**config.mk**
```make
export PLATFORM = sky130hd
export DESIGN_NAME = checksum_engine_arbiter_flat
export DESIGN_NICKNAME = d
export VERILOG_FILES = /design/src/rtl/checksum_engine_arbiter_if.sv /design/src/rtl/checksum_engine_arbiter.sv /design/src/flat_wrapper.sv
export SDC_FILE = /design/constraint.sdc
export NUM_CORES = 1
export LEC_CHECK = 0
export BUFFER_PORTS_ARGS = -buffer_cell sky130_fd_sc_hd__buf_2
export CAP_MARGIN = 20
export CORE_AREA = 2 2 190 192
export DETAILED_ROUTE_END_ITERATION = 7
export DIE_AREA = 0 0 192 194
export PLACE_DENSITY_LB_ADDON = 0.3
export RECOVER_POWER = 100
export SETUP_SLACK_MARGIN = 0.4
export SLEW_MARGIN = 5
export SYNTH_ARGS = -nofsm -noshare
export SYNTH_HDL_FRONTEND = slang
export SYNTH_SLANG_ARGS = --single-unit
```
**constraint.sdc**
```tcl
create_clock -name clk -period 2.6 [get_ports clk]
set_clock_uncertainty 0.2 [all_clocks]
set_input_delay 0.13 -clock clk [delete_from_list [all_inputs] [get_ports clk]]
set_output_delay 0.13 -clock clk [all_outputs]
set_load 0.02 [all_outputs]
```
**src/rtl/checksum_engine_arbiter_if.sv**
```systemverilog
// Bundle of every requester, engine and response-path signal around the checksum engine arbiter.
// Ports: src_cmd_* / src_t* (requester -> arbiter), eng_cmd_* / eng_t* (arbiter -> engine),
//        eng_resp_* (engine -> arbiter), dst_* (arbiter -> requesters). master = arbiter side, slave = environment side.
interface checksum_engine_arbiter_if #(
    parameter int NUM_REQ    = 2,
    parameter int DATA_WIDTH = 64,
    parameter int KEEP_WIDTH = DATA_WIDTH / 8
);
    // requester command and packet streams, requester i at slice i
    logic [NUM_REQ-1:0]            src_cmd_valid;
    logic [NUM_REQ-1:0]            src_cmd_ready;
    logic [NUM_REQ-1:0]            src_cmd_csum_enable;
    logic [8*NUM_REQ-1:0]          src_cmd_csum_start;
    logic [8*NUM_REQ-1:0]          src_cmd_csum_offset;
    logic [16*NUM_REQ-1:0]         src_cmd_csum_init;
    logic [DATA_WIDTH*NUM_REQ-1:0] src_tdata;
    logic [KEEP_WIDTH*NUM_REQ-1:0] src_tkeep;
    logic [NUM_REQ-1:0]            src_tvalid;
    logic [NUM_REQ-1:0]            src_tlast;
    logic [NUM_REQ-1:0]            src_tready;

    // engine command and packet streams
    logic                          eng_cmd_csum_enable;
    logic [7:0]                    eng_cmd_csum_start;
    logic [7:0]                    eng_cmd_csum_offset;
    logic [15:0]                   eng_cmd_csum_init;
    logic                          eng_cmd_valid;
    logic                          eng_cmd_ready;
    logic [DATA_WIDTH-1:0]         eng_tdata;
    logic [KEEP_WIDTH-1:0]         eng_tkeep;
    logic                          eng_tvalid;
    logic                          eng_tlast;
    logic                          eng_tready;

    // engine response stream and its routed copy
    logic [DATA_WIDTH-1:0]         eng_resp_tdata;
    logic [KEEP_WIDTH-1:0]         eng_resp_tkeep;
    logic                          eng_resp_tvalid;
    logic                          eng_resp_tlast;
    logic                          eng_resp_tready;
    logic [DATA_WIDTH-1:0]         dst_tdata;
    logic [KEEP_WIDTH-1:0]         dst_tkeep;
    logic                          dst_tlast;
    logic [NUM_REQ-1:0]            dst_tvalid;
    logic [NUM_REQ-1:0]            dst_tready;

    modport master (
        input  src_cmd_valid, src_cmd_csum_enable, src_cmd_csum_start, src_cmd_csum_offset,
               src_cmd_csum_init, src_tdata, src_tkeep, src_tvalid, src_tlast,
               eng_cmd_ready, eng_tready,
               eng_resp_tdata, eng_resp_tkeep, eng_resp_tvalid, eng_resp_tlast, dst_tready,
        output src_cmd_ready, src_tready,
               eng_cmd_csum_enable, eng_cmd_csum_start, eng_cmd_csum_offset, eng_cmd_csum_init,
               eng_cmd_valid, eng_tdata, eng_tkeep, eng_tvalid, eng_tlast,
               eng_resp_tready, dst_tdata, dst_tkeep, dst_tlast, dst_tvalid
    );

    modport slave (
        output src_cmd_valid, src_cmd_csum_enable, src_cmd_csum_start, src_cmd_csum_offset,
               src_cmd_csum_init, src_tdata, src_tkeep, src_tvalid, src_tlast,
               eng_cmd_ready, eng_tready,
               eng_resp_tdata, eng_resp_tkeep, eng_resp_tvalid, eng_resp_tlast, dst_tready,
        input  src_cmd_ready, src_tready,
               eng_cmd_csum_enable, eng_cmd_csum_start, eng_cmd_csum_offset, eng_cmd_csum_init,
               eng_cmd_valid, eng_tdata, eng_tkeep, eng_tvalid, eng_tlast,
               eng_resp_tready, dst_tdata, dst_tkeep, dst_tlast, dst_tvalid
    );
endinterface

```
**src/rtl/checksum_engine_arbiter.sv**
```systemverilog
// Shares one TCP checksum engine among NUM_REQ requesters: whole packets (cmd beat + data through tlast)
// granted round-robin; engine responses routed back to the owner through an in-order tag FIFO.
// Latency: grant 1 cycle after cmd_valid seen in IDLE; cmd/data/resp paths are combinational pass-through.
// Backpressure: engine ready is steered to the granted requester only; a full tag FIFO blocks new grants;
// response ready comes from the owning requester's dst_tready.
// Ports: clk, rst (synchronous, active-high), bus (checksum_engine_arbiter_if.master).
// Optional: define CSUM_ARB_STATS_EN to add stat_pkt_count[16*NUM_REQ] (per-requester packet counters).
module checksum_engine_arbiter #(
    parameter int NUM_REQ    = 2,
    parameter int DATA_WIDTH = 64,
    parameter int KEEP_WIDTH = DATA_WIDTH / 8,
    parameter int TAG_DEPTH  = 4
) (
    input  logic                      clk,
    input  logic                      rst,
    checksum_engine_arbiter_if.master bus
`ifdef CSUM_ARB_STATS_EN
    ,
    output logic [16*NUM_REQ-1:0]     stat_pkt_count
`endif
);
    localparam int GW = (NUM_REQ > 1) ? $clog2(NUM_REQ) : 1;
    localparam int PW = $clog2(TAG_DEPTH);

    typedef enum logic [1:0] {IDLE, CMD, DATA} state_t;

    state_t        state;
    logic [GW-1:0] grant;
    logic [GW-1:0] rr_ptr;
    logic [GW-1:0] pick;
    logic          pick_vld;

    logic [GW-1:0] tag_mem [TAG_DEPTH];
    logic [PW-1:0] wr_ptr;
    logic [PW-1:0] rd_ptr;
    logic [PW:0]   count;
    logic [GW-1:0] head;
    logic          fifo_empty;
    logic          fifo_full;
    logic          push;
    logic          pop;
    logic          data_last;

    assign fifo_empty = (count == '0);
    assign fifo_full  = (count == (PW+1)'(TAG_DEPTH));
    assign head       = tag_mem[rd_ptr];

    // First requesting index at or after rr_ptr; scanning downward lets the nearest one win.
    always_comb begin
        pick     = '0;
        pick_vld = 1'b0;
        for (int k = NUM_REQ - 1; k >= 0; k--) begin
            if (bus.src_cmd_valid[(int'(rr_ptr) + k) % NUM_REQ]) begin
                pick     = GW'((int'(rr_ptr) + k) % NUM_REQ);
                pick_vld = 1'b1;
            end
        end
    end

    // Request-side steering: only the granted requester sees engine ready.
    always_comb begin
        bus.eng_cmd_valid       = 1'b0;
        bus.eng_cmd_csum_enable = 1'b0;
        bus.eng_cmd_csum_start  = '0;
        bus.eng_cmd_csum_offset = '0;
        bus.eng_cmd_csum_init   = '0;
        bus.eng_tdata           = '0;
        bus.eng_tkeep           = '0;
        bus.eng_tvalid          = 1'b0;
        bus.eng_tlast           = 1'b0;
        bus.src_cmd_ready       = '0;
        bus.src_tready          = '0;
        if (state == CMD) begin
            bus.eng_cmd_valid         = bus.src_cmd_valid[grant];
            bus.eng_cmd_csum_enable   = bus.src_cmd_csum_enable[grant];
            bus.eng_cmd_csum_start    = bus.src_cmd_csum_start[int'(grant)*8 +: 8];
            bus.eng_cmd_csum_offset   = bus.src_cmd_csum_offset[int'(grant)*8 +: 8];
            bus.eng_cmd_csum_init     = bus.src_cmd_csum_init[int'(grant)*16 +: 16];
            bus.src_cmd_ready[grant]  = bus.eng_cmd_ready;
        end else if (state == DATA) begin
            bus.eng_tdata             = bus.src_tdata[int'(grant)*DATA_WIDTH +: DATA_WIDTH];
            bus.eng_tkeep             = bus.src_tkeep[int'(grant)*KEEP_WIDTH +: KEEP_WIDTH];
            bus.eng_tvalid            = bus.src_tvalid[grant];
            bus.eng_tlast             = bus.src_tlast[grant];
            bus.src_tready[grant]     = bus.eng_tready;
        end
    end

    // Response routing runs off the FIFO head regardless of the request FSM.
    always_comb begin
        bus.dst_tdata       = '0;
        bus.dst_tkeep       = '0;
        bus.dst_tlast       = 1'b0;
        bus.dst_tvalid      = '0;
        bus.eng_resp_tready = 1'b0;
        if (!fifo_empty) begin
            bus.dst_tdata        = bus.eng_resp_tdata;
            bus.dst_tkeep        = bus.eng_resp_tkeep;
            bus.dst_tlast        = bus.eng_resp_tlast;
            bus.dst_tvalid[head] = bus.eng_resp_tvalid;
            bus.eng_resp_tready  = bus.dst_tready[head];
        end
    end

    assign push      = (state == CMD) && bus.eng_cmd_valid && bus.eng_cmd_ready;
    assign data_last = (state == DATA) && bus.eng_tvalid && bus.eng_tready && bus.eng_tlast;
    assign pop       = !fifo_empty && bus.eng_resp_tvalid && bus.eng_resp_tready && bus.eng_resp_tlast;

    always_ff @(posedge clk) begin
        if (rst) begin
            state  <= IDLE;
            grant  <= '0;
            rr_ptr <= '0;
        end else begin
            case (state)
                IDLE: begin
                    // Fullness is only checked here; a granted packet always runs to tlast.
                    if (!fifo_full && pick_vld) begin
                        grant <= pick;
                        state <= CMD;
                    end
                end
                CMD: begin
                    if (push) state <= DATA;
                end
                DATA: begin
                    if (data_last) begin
                        rr_ptr <= (grant == GW'(NUM_REQ - 1)) ? '0 : grant + GW'(1);
                        state  <= IDLE;
                    end
                end
                default: state <= IDLE;
            endcase
        end
    end

    always_ff @(posedge clk) begin
        if (rst) begin
            wr_ptr <= '0;
            rd_ptr <= '0;
            count  <= '0;
        end else begin
            if (push) wr_ptr <= wr_ptr + PW'(1);
            if (pop)  rd_ptr <= rd_ptr + PW'(1);
            case ({push, pop})
                2'b10:   count <= count + (PW+1)'(1);
                2'b01:   count <= count - (PW+1)'(1);
                default: count <= count;
            endcase
        end
    end

    always_ff @(posedge clk) begin
        if (push) tag_mem[wr_ptr] <= grant;
    end

`ifdef CSUM_ARB_STATS_EN
    logic [15:0] pkt_cnt [NUM_REQ];

    always_ff @(posedge clk) begin
        if (rst) begin
            for (int i = 0; i < NUM_REQ; i++) pkt_cnt[i] <= '0;
        end else if (data_last) begin
            pkt_cnt[grant] <= pkt_cnt[grant] + 16'd1;
        end
    end

    for (genvar gi = 0; gi < NUM_REQ; gi++) begin : g_stat
        assign stat_pkt_count[gi*16 +: 16] = pkt_cnt[gi];
    end
`endif
endmodule

```
**src/flat_wrapper.sv**
```systemverilog
// flat-port wrapper written by rule: the top's interface ports become plain ports
module checksum_engine_arbiter_flat 
#(
    parameter int NUM_REQ    = 2,
    parameter int DATA_WIDTH = 64,
    parameter int KEEP_WIDTH = DATA_WIDTH / 8,
    parameter int TAG_DEPTH  = 4
)
  (clk, rst, bus_src_cmd_valid, bus_src_cmd_csum_enable, bus_src_cmd_csum_start, bus_src_cmd_csum_offset, bus_src_cmd_csum_init, bus_src_tdata, bus_src_tkeep, bus_src_tvalid, bus_src_tlast, bus_eng_cmd_ready, bus_eng_tready, bus_eng_resp_tdata, bus_eng_resp_tkeep, bus_eng_resp_tvalid, bus_eng_resp_tlast, bus_dst_tready, bus_src_cmd_ready, bus_src_tready, bus_eng_cmd_csum_enable, bus_eng_cmd_csum_start, bus_eng_cmd_csum_offset, bus_eng_cmd_csum_init, bus_eng_cmd_valid, bus_eng_tdata, bus_eng_tkeep, bus_eng_tvalid, bus_eng_tlast, bus_eng_resp_tready, bus_dst_tdata, bus_dst_tkeep, bus_dst_tlast, bus_dst_tvalid);
  checksum_engine_arbiter_if #(.NUM_REQ(NUM_REQ), .DATA_WIDTH(DATA_WIDTH), .KEEP_WIDTH(KEEP_WIDTH)) bus_i ();
  input  logic clk;
  input  logic rst;
  input wire logic [$bits(bus_i.src_cmd_valid)-1:0] bus_src_cmd_valid;
  input wire logic [$bits(bus_i.src_cmd_csum_enable)-1:0] bus_src_cmd_csum_enable;
  input wire logic [$bits(bus_i.src_cmd_csum_start)-1:0] bus_src_cmd_csum_start;
  input wire logic [$bits(bus_i.src_cmd_csum_offset)-1:0] bus_src_cmd_csum_offset;
  input wire logic [$bits(bus_i.src_cmd_csum_init)-1:0] bus_src_cmd_csum_init;
  input wire logic [$bits(bus_i.src_tdata)-1:0] bus_src_tdata;
  input wire logic [$bits(bus_i.src_tkeep)-1:0] bus_src_tkeep;
  input wire logic [$bits(bus_i.src_tvalid)-1:0] bus_src_tvalid;
  input wire logic [$bits(bus_i.src_tlast)-1:0] bus_src_tlast;
  input wire logic [$bits(bus_i.eng_cmd_ready)-1:0] bus_eng_cmd_ready;
  input wire logic [$bits(bus_i.eng_tready)-1:0] bus_eng_tready;
  input wire logic [$bits(bus_i.eng_resp_tdata)-1:0] bus_eng_resp_tdata;
  input wire logic [$bits(bus_i.eng_resp_tkeep)-1:0] bus_eng_resp_tkeep;
  input wire logic [$bits(bus_i.eng_resp_tvalid)-1:0] bus_eng_resp_tvalid;
  input wire logic [$bits(bus_i.eng_resp_tlast)-1:0] bus_eng_resp_tlast;
  input wire logic [$bits(bus_i.dst_tready)-1:0] bus_dst_tready;
  output wire logic [$bits(bus_i.src_cmd_ready)-1:0] bus_src_cmd_ready;
  output wire logic [$bits(bus_i.src_tready)-1:0] bus_src_tready;
  output wire logic [$bits(bus_i.eng_cmd_csum_enable)-1:0] bus_eng_cmd_csum_enable;
  output wire logic [$bits(bus_i.eng_cmd_csum_start)-1:0] bus_eng_cmd_csum_start;
  output wire logic [$bits(bus_i.eng_cmd_csum_offset)-1:0] bus_eng_cmd_csum_offset;
  output wire logic [$bits(bus_i.eng_cmd_csum_init)-1:0] bus_eng_cmd_csum_init;
  output wire logic [$bits(bus_i.eng_cmd_valid)-1:0] bus_eng_cmd_valid;
  output wire logic [$bits(bus_i.eng_tdata)-1:0] bus_eng_tdata;
  output wire logic [$bits(bus_i.eng_tkeep)-1:0] bus_eng_tkeep;
  output wire logic [$bits(bus_i.eng_tvalid)-1:0] bus_eng_tvalid;
  output wire logic [$bits(bus_i.eng_tlast)-1:0] bus_eng_tlast;
  output wire logic [$bits(bus_i.eng_resp_tready)-1:0] bus_eng_resp_tready;
  output wire logic [$bits(bus_i.dst_tdata)-1:0] bus_dst_tdata;
  output wire logic [$bits(bus_i.dst_tkeep)-1:0] bus_dst_tkeep;
  output wire logic [$bits(bus_i.dst_tlast)-1:0] bus_dst_tlast;
  output wire logic [$bits(bus_i.dst_tvalid)-1:0] bus_dst_tvalid;
  assign bus_i.src_cmd_valid = bus_src_cmd_valid;
  assign bus_i.src_cmd_csum_enable = bus_src_cmd_csum_enable;
  assign bus_i.src_cmd_csum_start = bus_src_cmd_csum_start;
  assign bus_i.src_cmd_csum_offset = bus_src_cmd_csum_offset;
  assign bus_i.src_cmd_csum_init = bus_src_cmd_csum_init;
  assign bus_i.src_tdata = bus_src_tdata;
  assign bus_i.src_tkeep = bus_src_tkeep;
  assign bus_i.src_tvalid = bus_src_tvalid;
  assign bus_i.src_tlast = bus_src_tlast;
  assign bus_i.eng_cmd_ready = bus_eng_cmd_ready;
  assign bus_i.eng_tready = bus_eng_tready;
  assign bus_i.eng_resp_tdata = bus_eng_resp_tdata;
  assign bus_i.eng_resp_tkeep = bus_eng_resp_tkeep;
  assign bus_i.eng_resp_tvalid = bus_eng_resp_tvalid;
  assign bus_i.eng_resp_tlast = bus_eng_resp_tlast;
  assign bus_i.dst_tready = bus_dst_tready;
  assign bus_src_cmd_ready = bus_i.src_cmd_ready;
  assign bus_src_tready = bus_i.src_tready;
  assign bus_eng_cmd_csum_enable = bus_i.eng_cmd_csum_enable;
  assign bus_eng_cmd_csum_start = bus_i.eng_cmd_csum_start;
  assign bus_eng_cmd_csum_offset = bus_i.eng_cmd_csum_offset;
  assign bus_eng_cmd_csum_init = bus_i.eng_cmd_csum_init;
  assign bus_eng_cmd_valid = bus_i.eng_cmd_valid;
  assign bus_eng_tdata = bus_i.eng_tdata;
  assign bus_eng_tkeep = bus_i.eng_tkeep;
  assign bus_eng_tvalid = bus_i.eng_tvalid;
  assign bus_eng_tlast = bus_i.eng_tlast;
  assign bus_eng_resp_tready = bus_i.eng_resp_tready;
  assign bus_dst_tdata = bus_i.dst_tdata;
  assign bus_dst_tkeep = bus_i.dst_tkeep;
  assign bus_dst_tlast = bus_i.dst_tlast;
  assign bus_dst_tvalid = bus_i.dst_tvalid;
  checksum_engine_arbiter #(.NUM_REQ(NUM_REQ), .DATA_WIDTH(DATA_WIDTH), .KEEP_WIDTH(KEEP_WIDTH), .TAG_DEPTH(TAG_DEPTH)) u_core (.clk(clk), .rst(rst), .bus(bus_i));
endmodule
```
==> impl_metrics.ini <==
[global_routing]
grt_pass1_wl_um = 25600
grt_pass1_vias = 4323
antenna_found_initial = 1
grt_remaining_overflow = 0
grt_max_degree = 77
grt_usage_pct = 9.02

[floorplanning]
die_w_um = 192
ios = 484
die_y_um = 194
dieArea_um2 = 37200
initial_core_util_pct = 8.37
rows = 69
core_area_um2 = 35200

[clock_tree]
insertion_delay_ns = 0.25
cts.sinks = 17
cts_buffer_depth = 2
cts_tree = done
clk_pin_slew_ns = 0.05
cts_max_level = 1
cts_buffers = 3
ctsRootBufferMaster = clkbuf_16

[power_and_ir_drop]
intPower_uw = 862
combPwrFrac_pct = 59.9
finalPower_uw = 1470
p_per_area_nw_per_um2 = 250
clkPwrFrac_pct = 20.7
p_leak_uw = 0.00273
vdd_ir_drop_max_v = 0.000289
p_sw_share_pct = 41.4
p_seq_share_pct = 19.4
p_switching_uw = 609

[yosys]
synth-edff-count = 4
yosys.area_share.simple_pct = 35.7
synth_compound_area_share_pct = 2.04
synth_area_leaders = mux2i_1 37%, and2_1 16%, nor2_1 16%
ys_warn_count = 0
synth_xor_area_share_pct = 0.891
ys_seq_elements = 17
ys.flop_type = dfxtp_1
yosysTopAreaCell = mux2i_1
postSynthCellCount = 412
synthMostInstantiatedCell = nor2_1
synth_sequential_area_ratio_pct = 12.9
synthDistinctLibCells = 33
syn_avg_cell_area_um2 = 7.15
synth_top_area_share_pct = 37.0
synthTopCellsByCount = 123 x nor2_1, 109 x mux2i_1, 77 x and2_1, 22 x clkbuf_1, 13 x dfxtp_1
synth_top_family_by_area = multiplexers
synth_mux_area_share_pct = 39.4
synthAdderAreaFrac_pct = 2.80
synthArstFlopShare_pct = 0
syn_nets = 714
synth.cell_area_um2 = 2950

[critical_path]
critPathMaxFanout = 2
worstSetupPathType = reg -> reg
cp-start-kind = flip-flop
cp.required_ns = 2.58
worstPathArrival_ns = 2.69
cp-end-kind = flip-flop

[cells_and_area]
final_cells = 1338
seq_area_um2 = 385
post-route-util_pct = 16.7
drive_gt1_share_pct = 45.4
multi_input_area_um2 = 2400
syn_to_final_growth_pct = 99.5
fillers = 4176
fin_nets = 1179

[sta]
maxSlewHeadroom_pct = 37.4
setup_violations = 1
fmax_mhz = 370
rsz0062_at_grt = true
post-route-min-period_ns = 2.71
worstMarginPinSlew_ns = 0.939
slew_violations = 0
finalHoldViolations = 0
period_share_pct = 104
setup_ws_ns = -0.106

[route]
wl_per_cell_um = 13.6
drc = 0
ant_nets = 0
dr_total_vias = 4504
detail_route.first_pass.iterations = 4
drt-total-wl_um = 18200
vias_per_cell = 3.37
drt_iter0_markers = 95

[placed_design]
numPortBuffers = 483
dp_hpwl_um = 15600
dp.cells = 1331
routabilityCongestion = 0.799

[status]
violations = setup timing
status = finished with violations

[hold_path]
worstHoldPathType = in -> reg

[run]
drv_cap = 0
-- critical path: stages (launching register included) --
cell      delay [ns]
edfxtp_1        0.36
mux4_2          0.49
mux2i_2         0.18
nor3b_2         0.28
ha_4            0.19
inv_2           0.03
fa_2            0.32
xor2_1          0.15
or3_1           0.31
a21oi_1         0.12
-- cell usage in the layout (no fill, tap or decap), types with 3 or more instances in the layout --
master and instances:
clkbuf_16 3, dfxtp_1 11, buf_2 351, inv_1 9, clkbuf_1 117, ha_1 4, nor2_1 123, o21ai_0 3
and2_1 46, clkbuf_2 16, nand2_1 3, a21oi_1 4, buf_4 5, mux2_2 3, edfxtp_1 4, mux2i_1 109
and2_0 31
-- kinds of logic after synthesis --
group | Yosys count
adders and majority gates | 6
and+or+nand+nor | 217
buffers and inverters | 45
DFF | 17
muxes | 114
xor gates and xnor gates | 3
AOI/OAI and AO/OA | 10
-- stage by stage --
| stage | instance area, um^2 | TNS, ns | hold WS [ns] | setup WS [ns] |
|---|---|---|---|---|
| CTS | 6040 | -0.153 | 0.0174 | -0.153 |
| detailed placement | 5910 | -0.135 | 0.272 | -0.135 |
| finish | 5880 | -0.106 | 0.0159 | -0.106 |
| floorplan | 2950 | -0.0600 | 0.183 | -0.0600 |
| global route | 5880 | -0.930 | 0.0233 | -0.250 |
| global placement | 5910 | -0.116 | 0.272 | -0.116 |
-- final cells by class --
cell class	count	share of cell area (%)
multi-input combinational	350	40.8
timing repair buffer	495	40.8
tap	461	9.81
sequential	17	6.55
clock buffer	3	1.28
inverter	10	0.638
clock inverter	1	0.0851
antenna	1	0.0426
-- path summary, 6_finish.rpt --
path / start / slack, ns / cells past startpoint / end
hold / removal: rst / 0.02 / 2 / u_core.grant
hold reg to reg: u_core.rr_ptr / 0.30 / 2 / u_core.rr_ptr
setup reg to reg: u_core.tag_mem[0] / -0.11 / 9 / u_core.count[2]
setup / recovery: u_core.tag_mem[0] / -0.11 / 9 / u_core.count[2]
-- power groups by stage --
stage	Combinational (uW)	Sequential, uW	Clock, uW
2_1_floorplan	484	289	0
3_3_place_gp	906	291	0
3_5_place_dp	908	291	0
4_1_cts	924	287	313
5_1_grt	972	287	323
6_report	881	286	305
-- repair_timing --
action                     CTS  global route
hold endpoints to repair     0             0
hold buffers                 0             0
setup endpoints to repair   30            80
resized for setup            4             3
buffers inserted             0             1
gates cloned                 1             0
-- per-layer routing --
layer	vias to the layer above	GRT usage [%]	wire [um]
met1	1954	10.2	6890
met2	275	17.4	9560
met4	0	1.30	114
li1	2271	-	-
met3	4	1.88	1640
met5	-	0	0
Power figures use the tool's default switching activity.
